$ cat src/rtl/seg_scan_driver_pkg.sv
// Shared types and segment patterns for the multiplexed 7-segment scan driver.
// Segment patterns are active-low, bit order g..a.
package seg_scan_driver_pkg;

  typedef enum logic [1:0] {
    IDLE  = 2'd0,
    DRIVE = 2'd1,
    GAP   = 2'd2
  } state_t;

  localparam logic [6:0] SEG_0    = 7'h40;
  localparam logic [6:0] SEG_1    = 7'h79;
  localparam logic [6:0] SEG_2    = 7'h24;
  localparam logic [6:0] SEG_3    = 7'h30;
  localparam logic [6:0] SEG_4    = 7'h19;
  localparam logic [6:0] SEG_5    = 7'h12;
  localparam logic [6:0] SEG_6    = 7'h02;
  localparam logic [6:0] SEG_7    = 7'h78;
  localparam logic [6:0] SEG_8    = 7'h00;
  localparam logic [6:0] SEG_9    = 7'h10;
  localparam logic [6:0] SEG_DASH = 7'h3F;
  localparam logic [7:0] SEG_OFF  = 8'hFF;

  // Non-BCD nibbles (A-F) render as a dash so corrupt input is visible.
  function automatic logic [6:0] seg_pattern(input logic [3:0] nib);
    case (nib)
      4'd0:    seg_pattern = SEG_0;
      4'd1:    seg_pattern = SEG_1;
      4'd2:    seg_pattern = SEG_2;
      4'd3:    seg_pattern = SEG_3;
      4'd4:    seg_pattern = SEG_4;
      4'd5:    seg_pattern = SEG_5;
      4'd6:    seg_pattern = SEG_6;
      4'd7:    seg_pattern = SEG_7;
      4'd8:    seg_pattern = SEG_8;
      4'd9:    seg_pattern = SEG_9;
      default: seg_pattern = SEG_DASH;
    endcase
  endfunction

endpackage

$ cat src/rtl/seg_scan_driver_seg_decode.sv
// Combinational BCD nibble + decimal point to active-low 8-bit segment pattern.
module seg_decode
  import seg_scan_driver_pkg::*;
(
  input  logic [3:0] nibble,
  input  logic       dp,
  output logic [7:0] seg
);

  assign seg = {~dp, seg_pattern(nibble)};

endmodule

$ cat src/rtl/seg_scan_driver.sv
// Multiplexed 7-segment scan driver with double-buffered display register.
// Optional feature: define LEADING_ZERO_BLANK_EN to blank leading zero digits.
module seg_scan_driver
  import seg_scan_driver_pkg::*;
#(
  parameter int DIGITS   = 6,
  parameter int SCAN_CNT = 50_000,
  parameter int GAP_CNT  = 500
) (
  input  logic                  clk,
  input  logic                  rst,
  input  logic [4*DIGITS-1:0]   bcd_din,
  input  logic                  bcd_din_vld,
  input  logic [DIGITS-1:0]     dp_mask,
  output logic [DIGITS-1:0]     sel,
  output logic [7:0]            seg,
  output logic                  frame_done
);

  localparam int CW = $clog2(SCAN_CNT);
  localparam int DW = (DIGITS > 1) ? $clog2(DIGITS) : 1;
  localparam logic [CW-1:0] SLOT_LAST  = CW'(SCAN_CNT - 1);
  localparam logic [CW-1:0] DRIVE_LAST = CW'(SCAN_CNT - GAP_CNT - 1);
  localparam logic [DW-1:0] DIG_LAST   = DW'(DIGITS - 1);
  localparam bit            HAS_GAP    = (GAP_CNT != 0);

  state_t state, state_nxt;
  logic [CW-1:0] cnt;
  logic [DW-1:0] dig;
  logic [DIGITS-1:0][3:0] disp_bcd, shadow_bcd;
  logic [DIGITS-1:0] disp_dp, shadow_dp;
  logic pending;

  logic slot_end, wrap, blank, fd_nxt;
  logic [7:0] dec_seg, seg_nxt;
  logic [DIGITS-1:0] sel_nxt;

  assign slot_end = (cnt == SLOT_LAST);
  assign wrap     = (state != IDLE) && slot_end && (dig == DIG_LAST);

  seg_decode u_dec (
    .nibble (disp_bcd[dig]),
    .dp     (disp_dp[dig]),
    .seg    (dec_seg)
  );

`ifdef LEADING_ZERO_BLANK_EN
  // lz[i]: digit i and everything above it are zero with no dp lit.
  logic [DIGITS-1:0] lz;
  always_comb begin
    lz = '0;
    lz[DIGITS-1] = (disp_bcd[DIGITS-1] == 4'd0) && !disp_dp[DIGITS-1];
    for (int i = DIGITS - 2; i >= 1; i--)
      lz[i] = lz[i+1] && (disp_bcd[i] == 4'd0) && !disp_dp[i];
    lz[0] = 1'b0;
  end
  assign blank = lz[dig];
`else
  assign blank = 1'b0;
`endif

  // Outputs are computed from the current slot position and registered.
  always_comb begin
    state_nxt = state;
    sel_nxt   = '1;
    seg_nxt   = SEG_OFF;
    fd_nxt    = wrap;
    case (state)
      IDLE: if (bcd_din_vld) state_nxt = DRIVE;
      DRIVE: begin
        for (int i = 0; i < DIGITS; i++) sel_nxt[i] = (dig != DW'(i));
        seg_nxt = blank ? SEG_OFF : dec_seg;
        if (HAS_GAP && cnt == DRIVE_LAST) state_nxt = GAP;
      end
      GAP: if (slot_end) state_nxt = DRIVE;
      default: state_nxt = IDLE;
    endcase
  end

  always_ff @(posedge clk) begin
    if (rst) begin
      state      <= IDLE;
      cnt        <= '0;
      dig        <= '0;
      disp_bcd   <= '0;
      disp_dp    <= '0;
      shadow_bcd <= '0;
      shadow_dp  <= '0;
      pending    <= 1'b0;
      sel        <= '1;
      seg        <= SEG_OFF;
      frame_done <= 1'b0;
    end else begin
      state      <= state_nxt;
      sel        <= sel_nxt;
      seg        <= seg_nxt;
      frame_done <= fd_nxt;
      if (state == IDLE) begin
        cnt <= '0;
        dig <= '0;
        if (bcd_din_vld) begin
          disp_bcd <= bcd_din;
          disp_dp  <= dp_mask;
        end
      end else begin
        cnt <= slot_end ? '0 : cnt + 1'b1;
        if (slot_end) dig <= (dig == DIG_LAST) ? '0 : dig + 1'b1;
        // Display only changes at frame wrap; a coincident strobe bypasses the shadow.
        if (wrap) begin
          if (bcd_din_vld) begin
            disp_bcd <= bcd_din;
            disp_dp  <= dp_mask;
            pending  <= 1'b0;
          end else if (pending) begin
            disp_bcd <= shadow_bcd;
            disp_dp  <= shadow_dp;
            pending  <= 1'b0;
          end
        end else if (bcd_din_vld) begin
          shadow_bcd <= bcd_din;
          shadow_dp  <= dp_mask;
          pending    <= 1'b1;
        end
      end
    end
  end

endmodule

$ cat config.mk
export PLATFORM = sky130hd
export DESIGN_NAME = seg_scan_driver
export DESIGN_NICKNAME = d
export VERILOG_FILES = /design/src/rtl/seg_scan_driver_pkg.sv /design/src/rtl/seg_scan_driver_seg_decode.sv /design/src/rtl/seg_scan_driver.sv
export SDC_FILE = /design/constraint.sdc
export NUM_CORES = 1
export LEC_CHECK = 0
export BUFFER_PORTS_ARGS = -buffer_cell sky130_fd_sc_hd__buf_2
export CAP_MARGIN = 20
export CORE_ASPECT_RATIO = 1.5
export CORE_MARGIN = 2
export CORE_UTILIZATION = 45
export DETAILED_ROUTE_END_ITERATION = 10
export GPL_TIMING_DRIVEN = 0
export PLACE_DENSITY_LB_ADDON = 0.15
export SLEW_MARGIN = 40
export SYNTH_ARGS = -nofsm -noshare
export SYNTH_HDL_FRONTEND = slang
export SYNTH_SLANG_ARGS = --single-unit
$ cat constraint.sdc
create_clock -name clk -period 2.8 [get_ports clk]
set_input_delay 0.56 -clock clk [delete_from_list [all_inputs] [get_ports clk]]
set_output_delay 0.56 -clock clk [all_outputs]
set_load 0.02 [all_outputs]
* Word level (Yosys, flattened, before mapping)
Memories as Yosys holds them, arrays and structs flattened. A register that Yosys moved wholly into a read port is not among the register bits.
Index checks and enable logic that the tools add are counted.
Widths: inputs -> output; s select.
** Storage, ports and cells
- Output and inout port bits :: 15
- Bits in read-only memories :: 112
- Input bits :: 33
- Word-level logic and storage cells :: 78
- Memories kept :: 1
- Flip-flop bits (word level) :: 97
** Memories
- (name not given) :: words 16, width 7, rd ports 1, clocked after Yosys merged registers in 1, wr ports 0, line seg_scan_driver_pkg.sv:26 : case (nib)
** Operators by class
- Bitwise gates (word level) :: 4
- Reductions and logical operators :: 14
- Muxes and demuxes :: 21
- Order comparisons :: 1
- Add/sub/neg operators :: 2
- Equal/unequal tests :: 14
** Operators by type and width (count)
- $mux 24 :: 5
- $eq 16x16->1 const B :: 2
- $mux 6 :: 5
- $add 16x1->16 const B :: 1
- $bmux 4 s3 :: 1
- $ne 3x3->1 const B :: 3
- $reduce_and 3->1 :: 3
- $mux 2 :: 3
- $ne 2x2->1 const B :: 3
- $ne 3x2->1 const B :: 2
- $pmux 2 s3 :: 1
- $reduce_bool 2->1 :: 3
- $lt 3x4->1 const B :: 1
- $mux 4 :: 1
- $not 1->1 :: 4
- $reduce_or 2->1 :: 2
- $add 3x1->3 const B :: 1
- $bmux 1 s3 :: 1
- $eq 3x3->1 const B :: 1
- $mux 1 :: 3
- $mux 3 :: 1
- $ne 3x1->1 const B :: 1
- $reduce_bool 3->1 :: 1
- $reduce_or 3->1 :: 1
- 5 further kinds :: 6

* Logic depth before layout (Yosys ltp)
- Depth in word-level cells :: 5
- Depth in mapped cells :: 9
- Mapped depth without buffers :: 7

* Cells and area by module
A second synthesis with hierarchy kept.
** Unflattened totals
- Cell total of the unflattened synthesis :: 444
- Area total of the unflattened synthesis :: 4601.9 um^2
** By module, submodules not included
- seg_scan_driver :: area each 4374.2 um^2, sequential area each 1941.9 um^2, instances 1, cells an instance 412
- seg_decode :: area each 227.7 um^2, sequential area each 0.0 um^2, instances 1, cells an instance 32

* Least setup slack after synthesis
Ideal clock, no wire load.
- Path kind :: reg-to-reg
- Start :: register dig[1]
- End :: register seg[4]
- Data arrival time :: 1.942 ns
- Buffers on the path :: 2
- Period minus slack after synthesis :: 2.020 ns
- Setup time :: 0.078 ns
- Required time :: 2.722 ns
- Cell stages (with the launch flop) :: 9
- Path slack :: 0.780 ns
- Path through :: dfxtp_1 -> buf_6 -> buf_2 -> mux4_2 -> a2bb2oi_1 -> inv_1 -> ha_1 -> mux2_2 -> a32oi_1
** On the way
- Word-level cells in the longest chain between the ends :: 2
** Ends and longest elaborated chain
- start: declaration :: line seg_scan_driver.sv:29 : logic [DW-1:0] dig;
- start signal: assignment :: line seg_scan_driver.sv:107 : if (slot_end) dig <= (dig == DIG_LAST) ? '0 : dig + 1'b1;
- $bmux 4 s3 :: line seg_scan_driver.sv:42 : .nibble (disp_bcd[dig]),
- $mux 4 (implied by the code) :: line seg_scan_driver.sv:42
- end: declaration :: line seg_scan_driver.sv:16 : output logic [7:0] seg,
Every way passes these cells. The select of a mux whose other input is x is not followed.
A chain may end at the register's enable or synchronous reset.

* Worst setup path after layout
- Start :: register dig[0]
- End :: register seg[4]
The elaborated chain is that of the path after synthesis.

==> run metrics <==
initial DRC count=134; CP max FO=10; adder-cell share of the synthesized area=0.0199; Clock Sinks=97; Final WS setup=around 0.42 ns; Final Core Density=0.531; # DRC=0; pre-CTS WS=between 0.4 and 0.5 ns; Hold Crit Class=in -> reg; Row Count=between 40 and 50; Layout Nets=576; clk buf depth=2; Mapped Nets=approximately 520; final setup vio count=0; share of layout cells above drive strength 1=0.179; area grow syn2layout=15.7%; hpwl dp=between 7000 and 8000 µm; post-cts sizing count=0; commonest non-fill, non-tap cell in the layout=dfxtp_1; CP Capture Type=register; gr usage total=0.198; Crit Path Class=reg -> reg; global-route wire length before repair=approximately 17000 µm; sequential fraction of the synthesis area=0.442; RePlAce Congestion=0.880; CP cell instances=buf_4 > buf_2 > mux2i_1 > a2bb2oi_1 > inv_1 > ha_1 > mux2_2 > a32oi_1; post-synthesis xor/xnor area fraction=0.0299; wirelength, routed=10000 µm; Async S/R FF share, synth=0; delay-heaviest family, CP=buffers and inverters; post-synthesis compound-gate area fraction=0.180; cell area after synthesis=4390 µm²; status=finished clean; Period minus WS final=about 2.4 ns; count of different cell masters after synthesis=54; period utilization=0.851; via count=around 3500; Top FF cell, synth=dfxtp_1; synth top area cells=dfxtp_1 44%, mux2i_1 8.7%, a2bb2oi_1 5.6%, nor2_1 5.2%, a21oi_1 4.6%; Lkg Pwr=about 0.0020 µW; htree depth=3; post-CTS setup buffer count=0; fin. max-slew vios=0; I/O pins=between 40 and 50; warnings from Yosys=0; iteration count of the initial detailed-routing pass=4; maxcap violations=0; DR vias/cell=between 5 and 6; mux share of post-synthesis cell area=0.111; die width=roughly 85 µm; initial antenna violation count=0; synthesized area per cell=slightly above 9 µm²; RSZ-0062 raised after global routing=no; combinational family with the most area after synthesis=compound AO/OA/AOI/OAI gates; Arrival @ worst endpoint=approximately 2.6 ns; post-route ant nets=0; simple-gate share of the synthesized area=0.143; total CTS buffers=9; cell area after layout=5080 µm²; Post-synth EDFFs=0; setup TNS=0 ns; Worst-path clk slew=roughly 0.06 ns; Root Buffer=clkbuf_16; Buffers on Ports=between 40 and 50; total core area=about 9600 µm²; slew margin rel.=0.526; pin count of the biggest net entering global routing=16; die height=125 µm; die area=~11000 µm²; DR WL/cell=15.3 µm; Peak VDD IR=roughly 430 µV; Worst-Margin Slew=around 0.7 ns; Slowest cell on crit path=a2bb2oi_1; share of the synthesized area in the top cell type=0.442; Pwr Density=a little over 600 nW/µm²; CTS tree=built; Fin. Hold Viols=0; CP peak stage delay=around 0.43 ns; Worst Skew=0.00775 ns; area of placed instances=between 4000 and 5000 µm²; via count of the first global-routing pass=between 3000 and 4000; CTS Hold Bufs=0; most frequent cells in the layout=97 x dfxtp_1, 61 x nor2_1, 52 x buf_2; grt total ovfl=0; initial core utilization=0.458; cell taking the most area after synthesis=dfxtp_1; Clk Latency, worst-skew pair=0.34 ns; Worst EP required=just over 3 ns; flop and latch count out of synthesis=just under 100; CP Launch Type=register; Post-Syn Instances=479; ANT cells=0; post-layout power=between 3000 and 4000 µW; fmax=420 MHz; Buf/Inv on CP=3
-- layer usage --
| layer | vias up | GRT usage | part of all wire |
|---|---|---|---|
| met5 | - | 0 | 0 |
| met4 | 0 | 0.0784 | 0.023 |
| met3 | 13 | 0.0396 | 0.031 |
| met2 | 56 | 0.367 | 0.53 |
| met1 | 1669 | 0.218 | 0.41 |
| li1 | 1763 | - | - |
-- state kept, by name, summed over array words and instances, names as in the netlist --
| name | count |
|---|---|
| cnt | 16 |
| dig | 3 |
| disp_bcd | 24 |
| disp_dp | 6 |
| frame_done | 1 |
| pending | 1 |
| seg | 8 |
| sel | 6 |
| shadow_bcd | 24 |
| shadow_dp | 6 |
| state | 2 |
-- worst paths after layout --
kind	depth (start not counted)	slack (ns)	start	endpoint
min reg2reg	1	0.47	cnt[0]	cnt[0]
max	8	0.42	dig[0]	seg[4]
max reg2reg	8	0.42	dig[0]	seg[4]
min	3	0.47	bcd_din[22]	shadow_bcd[22]
-- report_power, final --
| group | internal (µW) | switching [µW] | leakage, µW | total, µW |
|---|---|---|---|---|
| Clock | 763 | 508 | 0.000151 | 1270 |
| Combinational | 174 | 195 | 0.00109 | 370 |
| Sequential | 1460 | 44.8 | 0.000795 | 1510 |
| Total | 2400 | 748 | 0.00203 | 3150 |
-- final cells by class --
type,count,area (µm²)
clock buffer,12,267
clock inverter,4,50.0
timing repair buffer,46,230
buffer,33,199
fill,968,4500
sequential,97,1940
multi-input combinational,315,2120
tap,115,144
inverter,34,128
-- stage by stage --
step | hold WS (ns) | cells
final | 0.467 | 656
after global routing | 0.478 | 656
after CTS | 0.463 | 656
after detailed placement | 0.461 | 640
after global placement | 0.439 | 640
after floorplan | 0.426 | 479
-- worst reg2reg max path, cell delays in order, from the launching register on --
cell and delay, ns:
dfxtp_1 0.31, buf_4 0.15, buf_2 0.28, mux2i_1 0.31, a2bb2oi_1 0.43, inv_1 0.18, ha_1 0.23, mux2_2 0.27
a32oi_1 0.16
-- kinds of logic after synthesis --
group / Yosys count
adders and majority gates: 7
AOI/OAI and AO/OA: 120
buffers and inverters: 67
muxes: 45
DFF: 97
and+or+nand+nor: 128
xor gates and xnor gates: 15
-- cells in the mapped netlist (2+ instances only) --
cell type	count
dfxtp_1	97
nor2_1	61
a21oi_1	40
mux2i_1	38
inv_1	34
o21ai_0	32
a2bb2oi_1	28
nand2_1	20
clkbuf_1	16
xor2_1	9
nand3_1	8
buf_6	7
ha_1	7
buf_2	6
nor3_1	6
xnor2_1	6
buf_4	4
mux2_2	4
nand2b_1	4
nor2b_1	4
and2_1	3
and3_1	3
o21ai_1	3
a2bb2oi_2	2
mux4_2	2
nand3b_1	2
nand4_1	2
nor4b_1	2
nor4bb_1	2
o31ai_1	2
or3_1	2
Note: power is estimated with default switching activity, not from simulation.
